===== src/rtl/player_pkg.sv =====
// Shared opcodes, direction codes and scheduler state encoding
// for the player command path.
package player_pkg;

  localparam logic [3:0] OP_NOP     = 4'h0;
  localparam logic [3:0] OP_HEAL    = 4'h1;
  localparam logic [3:0] OP_DMG     = 4'h2;
  localparam logic [3:0] OP_ATK_ADD = 4'h3;
  localparam logic [3:0] OP_ATK_SET = 4'h4;
  localparam logic [3:0] OP_MOVE    = 4'h5;
  localparam logic [3:0] OP_SET_HP  = 4'h6;

  localparam logic [1:0] DIR_LEFT  = 2'd0;
  localparam logic [1:0] DIR_UP    = 2'd1;
  localparam logic [1:0] DIR_RIGHT = 2'd2;
  localparam logic [1:0] DIR_DOWN  = 2'd3;

  typedef enum logic [1:0] {
    ST_ALIVE  = 2'd0,
    ST_IFRAME = 2'd1,
    ST_DEAD   = 2'd2
  } state_e;

  function automatic logic [15:0] mk_instr(
    input logic [3:0] op,
    input logic [7:0] arg
  );
    return {op, arg, 4'h0};
  endfunction

endpackage


===== src/rtl/sched_down_counter.sv =====
// Loadable down counter that stops at zero; used for the iframe
// window and the move rate limit.
module sched_down_counter #(
  parameter int W = 26
) (
  input  logic         clk,
  input  logic         rst_n,
  input  logic         clr,
  input  logic         load,
  input  logic [W-1:0] load_val,
  input  logic         en,
  output logic         zero
);

  logic [W-1:0] cnt_q, cnt_d;

  always_comb begin
    cnt_d = cnt_q;
    if (clr) begin
      cnt_d = '0;
    end else if (load) begin
      cnt_d = load_val;
    end else if (en && (cnt_q != '0)) begin
      cnt_d = cnt_q - 1'b1;
    end
  end

  always_ff @(posedge clk or negedge rst_n) begin
    if (!rst_n) cnt_q <= '0;
    else        cnt_q <= cnt_d;
  end

  assign zero = (cnt_q == '0);

endmodule


===== src/rtl/player_cmd_sched.sv =====
// Fixed-priority scheduler for the player instruction port.
// Define PLAYER_SCHED_HITCNT_EN to add the hit_count output.
module player_cmd_sched
  import player_pkg::*;
#(
  parameter int IFRAME_CYCLES = 50_000_000,
  parameter int MOVE_DIV      = 1_000_000,
  parameter int CNT_W         = 26
) (
  input  logic        clk,
  input  logic        rst_n,
  input  logic        sys_valid,
  input  logic [15:0] sys_instr,
  output logic        sys_ready,
  input  logic        dmg_valid,
  input  logic [7:0]  dmg_amt,
  output logic        dmg_ready,
  input  logic        heal_valid,
  input  logic [7:0]  heal_amt,
  output logic        heal_ready,
  input  logic        move_valid,
  input  logic [1:0]  move_dir,
  output logic        move_ready,
  input  logic        player_dead,
  output logic [15:0] instr,
  output logic        invuln
`ifdef PLAYER_SCHED_HITCNT_EN
  ,
  output logic [7:0]  hit_count
`endif
);

  localparam logic [CNT_W-1:0] IF_LOAD =
    (IFRAME_CYCLES > 0) ? CNT_W'(IFRAME_CYCLES - 1) : '0;
  localparam logic [CNT_W-1:0] MV_LOAD = CNT_W'(MOVE_DIV - 1);

  state_e      state_q, state_d;
  logic [15:0] instr_q, instr_d;
  logic        if_zero, mv_zero, if_load;
  logic        alive, iframe, elig, dmg_hi;
  logic        g_sys, g_dmg, g_heal, g_mv;

  assign alive  = (state_q == ST_ALIVE);
  assign iframe = (state_q == ST_IFRAME);
  assign elig   = rst_n && !player_dead
                  && (state_q != ST_DEAD);
  // dmg only contends for the issue slot when not absorbed
  assign dmg_hi = dmg_valid && alive;

  always_comb begin
    sys_ready  = rst_n && sys_valid;
    dmg_ready  = elig && dmg_valid
                 && (iframe || !sys_valid);
    heal_ready = elig && heal_valid
                 && !sys_valid && !dmg_hi;
    move_ready = elig && move_valid && mv_zero
                 && !sys_valid && !dmg_hi
                 && !heal_valid;
  end

  assign g_sys  = sys_ready;
  assign g_dmg  = dmg_ready && alive;
  assign g_heal = heal_ready;
  assign g_mv   = move_ready;

  always_comb begin
    instr_d = 16'h0000;
    unique case (1'b1)
      g_sys:   instr_d = sys_instr;
      g_dmg:   instr_d = mk_instr(OP_DMG, dmg_amt);
      g_heal:  instr_d = mk_instr(OP_HEAL, heal_amt);
      g_mv:    instr_d = mk_instr(OP_MOVE,
                                  {6'b0, move_dir});
      default: instr_d = 16'h0000;
    endcase
  end

  always_comb begin
    state_d = state_q;
    if_load = 1'b0;
    if (player_dead) begin
      state_d = ST_DEAD;
    end else begin
      unique case (state_q)
        ST_ALIVE: begin
          if (g_dmg && (IFRAME_CYCLES > 0)) begin
            state_d = ST_IFRAME;
            if_load = 1'b1;
          end
        end
        ST_IFRAME: begin
          if (if_zero) state_d = ST_ALIVE;
        end
        ST_DEAD:  state_d = ST_ALIVE;
        default:  state_d = ST_ALIVE;
      endcase
    end
  end

  always_ff @(posedge clk or negedge rst_n) begin
    if (!rst_n) begin
      state_q <= ST_ALIVE;
      instr_q <= 16'h0000;
    end else begin
      state_q <= state_d;
      instr_q <= instr_d;
    end
  end

  sched_down_counter #(.W(CNT_W)) u_iframe_cnt (
    .clk      (clk),
    .rst_n    (rst_n),
    .clr      (player_dead),
    .load     (if_load),
    .load_val (IF_LOAD),
    .en       (iframe),
    .zero     (if_zero)
  );

  sched_down_counter #(.W(CNT_W)) u_move_cnt (
    .clk      (clk),
    .rst_n    (rst_n),
    .clr      (1'b0),
    .load     (g_mv),
    .load_val (MV_LOAD),
    .en       (1'b1),
    .zero     (mv_zero)
  );

  assign instr  = instr_q;
  assign invuln = iframe;

`ifdef PLAYER_SCHED_HITCNT_EN
  logic [7:0] hit_q, hit_d;

  always_comb begin
    hit_d = hit_q;
    if (g_sys && (sys_instr[15:12] == OP_SET_HP)) begin
      hit_d = 8'h00;
    end else if (g_dmg && (hit_q != 8'hFF)) begin
      hit_d = hit_q + 8'h01;
    end
  end

  always_ff @(posedge clk or negedge rst_n) begin
    if (!rst_n) hit_q <= 8'h00;
    else        hit_q <= hit_d;
  end

  assign hit_count = hit_q;
`endif

endmodule


===== config.mk =====
export PLATFORM = sky130hd
export DESIGN_NAME = player_cmd_sched
export DESIGN_NICKNAME = d
export VERILOG_FILES = /design/src/rtl/player_pkg.sv /design/src/rtl/sched_down_counter.sv /design/src/rtl/player_cmd_sched.sv
export SDC_FILE = /design/constraint.sdc
export NUM_CORES = 1
export LEC_CHECK = 0
export BUFFER_PORTS_ARGS = -buffer_cell sky130_fd_sc_hd__buf_2
export CAP_MARGIN = 20
export CORE_MARGIN = 4
export CORE_UTILIZATION = 58
export DETAILED_ROUTE_END_ITERATION = 16
export PLACE_DENSITY = 0.8
export REMOVE_ABC_BUFFERS = 1
export SYNTH_ARGS = -nofsm -noshare
export SYNTH_HDL_FRONTEND = slang
export SYNTH_HIERARCHICAL = 1
export SYNTH_SLANG_ARGS = --single-unit

===== constraint.sdc =====
create_clock -name clk -period 4.2 [get_ports clk]
set_clock_uncertainty 0.15 [all_clocks]
set_input_delay 0.63 -clock clk [delete_from_list [all_inputs] [get_ports clk]]
set_output_delay 0.63 -clock clk [all_outputs]
set_load 0.1 [all_outputs]

==> metrics.txt <==
status=finished clean; # H-tree levels=3; fin nets=around 620; post-synth top area share=0.3926; synthesized area=4462 um^2; Setup crit end kind=output pin; RSZ-0062 raised after global routing=no; most area-hungry cell type in the Yosys netlist=dfrtp_1; Netlist cell types=73; FF+latch count, synth=70; drt first pass iters=4; layout cell share with drive strength beyond 1=0.1986; CP Class=flop to output pin; setup violators final=0; hold_buf cts=0; Vias/cell=between 5 and 6; routed via count=4003; PortBufs=just over 60; Ant. Diodes=0; total grt overflow=0; cells taking the most area after synthesis=dfrtp_1 39%, a211oi_1 5.0%, nor2_1 4.9%; period utilization=0.8865; dpl cell area=roughly 5000 um^2; Max Clk Rate=around 270 MHz; commonest cells after routing, fill and taps aside=70 x dfrtp_1, 60 x buf_2, 58 x nor2_1; Chip Width=95.71 um; met2 GRT Util=0.4273; M1 GR Usage=0.2884; final instance area=5182 um^2; site row count=31; largest net degree at the start of global routing=between 40 and 50; antenna violations before repair=0; crit start category=flop; hold crit path type=input port to async pin; Pwr Density=between 500 and 600 nW/um^2; Avg Cell Area, Syn=around 9.3 um^2; synthesized instance count=around 480; gr usage total=0.2423; CTS Sinks=70; first-pass GRT wire length=17580 um; full die area=about 9000 um^2; CTS Buf Count=9; VDD IR max=between 0.0002 and 0.0003 V; HPWL Detailed=around 7500 um; clk_lat worst skew=roughly 350 ps; post_cts resized=0; Placer Congestion=about 0.89; ys async rst share=1.000; Tmin final=3723 ps; initial DRC count=around 190; Core Region=about 7400 um^2; max-cap viol count=0; final hold slack=228.8 ps; Antenna Nets Post-Route=0; Final Hold Viols=0; Die Ht=approximately 96 um; clk buf depth=2; gr busiest metal=met2; Slew Viols, Final=0; GRT met3 Usage=0.05082; Tightest Pin Transition=818.2 ps; WP data required=between 3000 and 4000 ps; TritonCTS clock tree=yes; WL/cell=approximately 16 um; Layout area overhead=16.15%; LEAKAGE=0.002400 uW; CP Max Fanout=28; Initial Util=0.6054; WL final=between 10000 and 15000 um; clock transition at the registers of the reported paths=~80 ps; I/O pin total=62; commonest non-fill, non-tap cell in the layout=dfrtp_1; slew margin rel.=0.4495; DRC Markers=0; Synth warnings=6; setup bufs post-CTS=0; CTS Root Cell=clkbuf_8; Main synth FF type=dfrtp_1; register area share after synthesis=0.3926; Post-synth EDFFs=0; Crit path arrival time=2940 ps; vias in the first global route=3816
==> through the flow <==
step | std cells | utilization | setup TNS (ps) | worst slack [ps] | power, uW
finish | 683 | 0.7032 | 0 | 476.9 | 2894
global route | 683 | 0.7032 | 0 | 319.3 | 3080
CTS | 682 | 0.7025 | 0 | 477.8 | 2880
detailed placement | 666 | 0.6769 | 0 | 890.1 | 2331
global placement | 666 | 0.6769 | 0 | 950.7 | 2272
floorplan | 500 | - | -83050 | -3743 | 2002
==> critical path, stage by stage (launching register included) <==
cell	delay, ps
dfrtp_1	440
or4_1	600
nor3_1	360
and4_1	370
nand2_1	120
nor3_2	140
buf_4	330
buf_12	220
==> layer usage <==
metal	vias up	routed length [um]
met5	-	0
met4	0	230
met3	29	473
met2	110	5611
met1	1908	4341
li1	1956	-
==> cells in the mapped netlist, types with 6 or more instances <==
cell,number
clkbuf_1,19
nor3_1,20
or4_4,6
nand2_1,23
xnor2_1,12
and4_1,14
a21oi_1,12
nor4_1,12
a211oi_1,30
nand4_1,10
dfrtp_1,70
a2111oi_0,7
and3_1,14
and2_1,6
a311oi_1,8
o21ai_0,11
nor2_1,58
a221o_1,8
inv_1,26
xor2_1,9
a2111oi_2,7
==> area by class of cell <==
type                       count  area, um^2
tap                           99       123.9
multi-input combinational    404        2648
inverter                      26       97.59
timing repair buffer          68       372.9
clock inverter                 7       65.06
clock buffer                   9       123.9
sequential                    70        1752
fill                         588        2187
==> flip-flops by register name (all words and copies together), names as in the netlist <==
signal              flops
instr                  16
state_q                 2
u_iframe_cnt/cnt_q     26
u_move_cnt/cnt_q       26
==> kinds of logic (layout without fill, tap and decap cells) <==
logic type | count (synthesis) | in the layout | synth area share
AND/OR/NAND/NOR | 206 | 206 | 0.2734
AO/OA/AOI/OAI | 119 | 119 | 0.2215
flip-flops | 70 | 70 | 0.3926
buffers and inverters | 58 | 110 | 0.06170
XOR/XNOR | 21 | 21 | 0.04122
adder cells (fa/ha/maj) | 3 | 3 | 0.007851
other | 2 | 55 | 0.001683
==> where the power goes <==
| group | internal (uW) | switching [uW] | leakage [uW] |
|---|---|---|---|
| clock network | 270 | 260 | 0.0000948 |
| registers | 784 | 151 | 0.000954 |
| logic | 532 | 897 | 0.00135 |
| total | 1590 | 1310 | 0.00240 |
==> worst paths after layout <==
kind                                               startpoint                                 end  slack, ps  cells after the start
setup / recovery             u_move_cnt/cnt_q[21]$_DFFE_PN0P_                          move_ready        480                      7
hold / removal                                          rst_n    u_move_cnt/cnt_q[23]$_DFFE_PN0P_        230                      2
min in group clk                                sys_instr[13]                 instr[13]$_DFF_PN0_        330                      2
max in group asynchronous                               rst_n  u_iframe_cnt/cnt_q[14]$_DFFE_PN0P_       3270                      2
hold reg to reg            u_iframe_cnt/cnt_q[13]$_DFFE_PN0P_  u_iframe_cnt/cnt_q[13]$_DFFE_PN0P_        450                      2
setup reg to reg             u_move_cnt/cnt_q[21]$_DFFE_PN0P_    u_move_cnt/cnt_q[25]$_DFFE_PN0P_        830                     11
No activity file was read; power rests on OpenSTA's default activity.
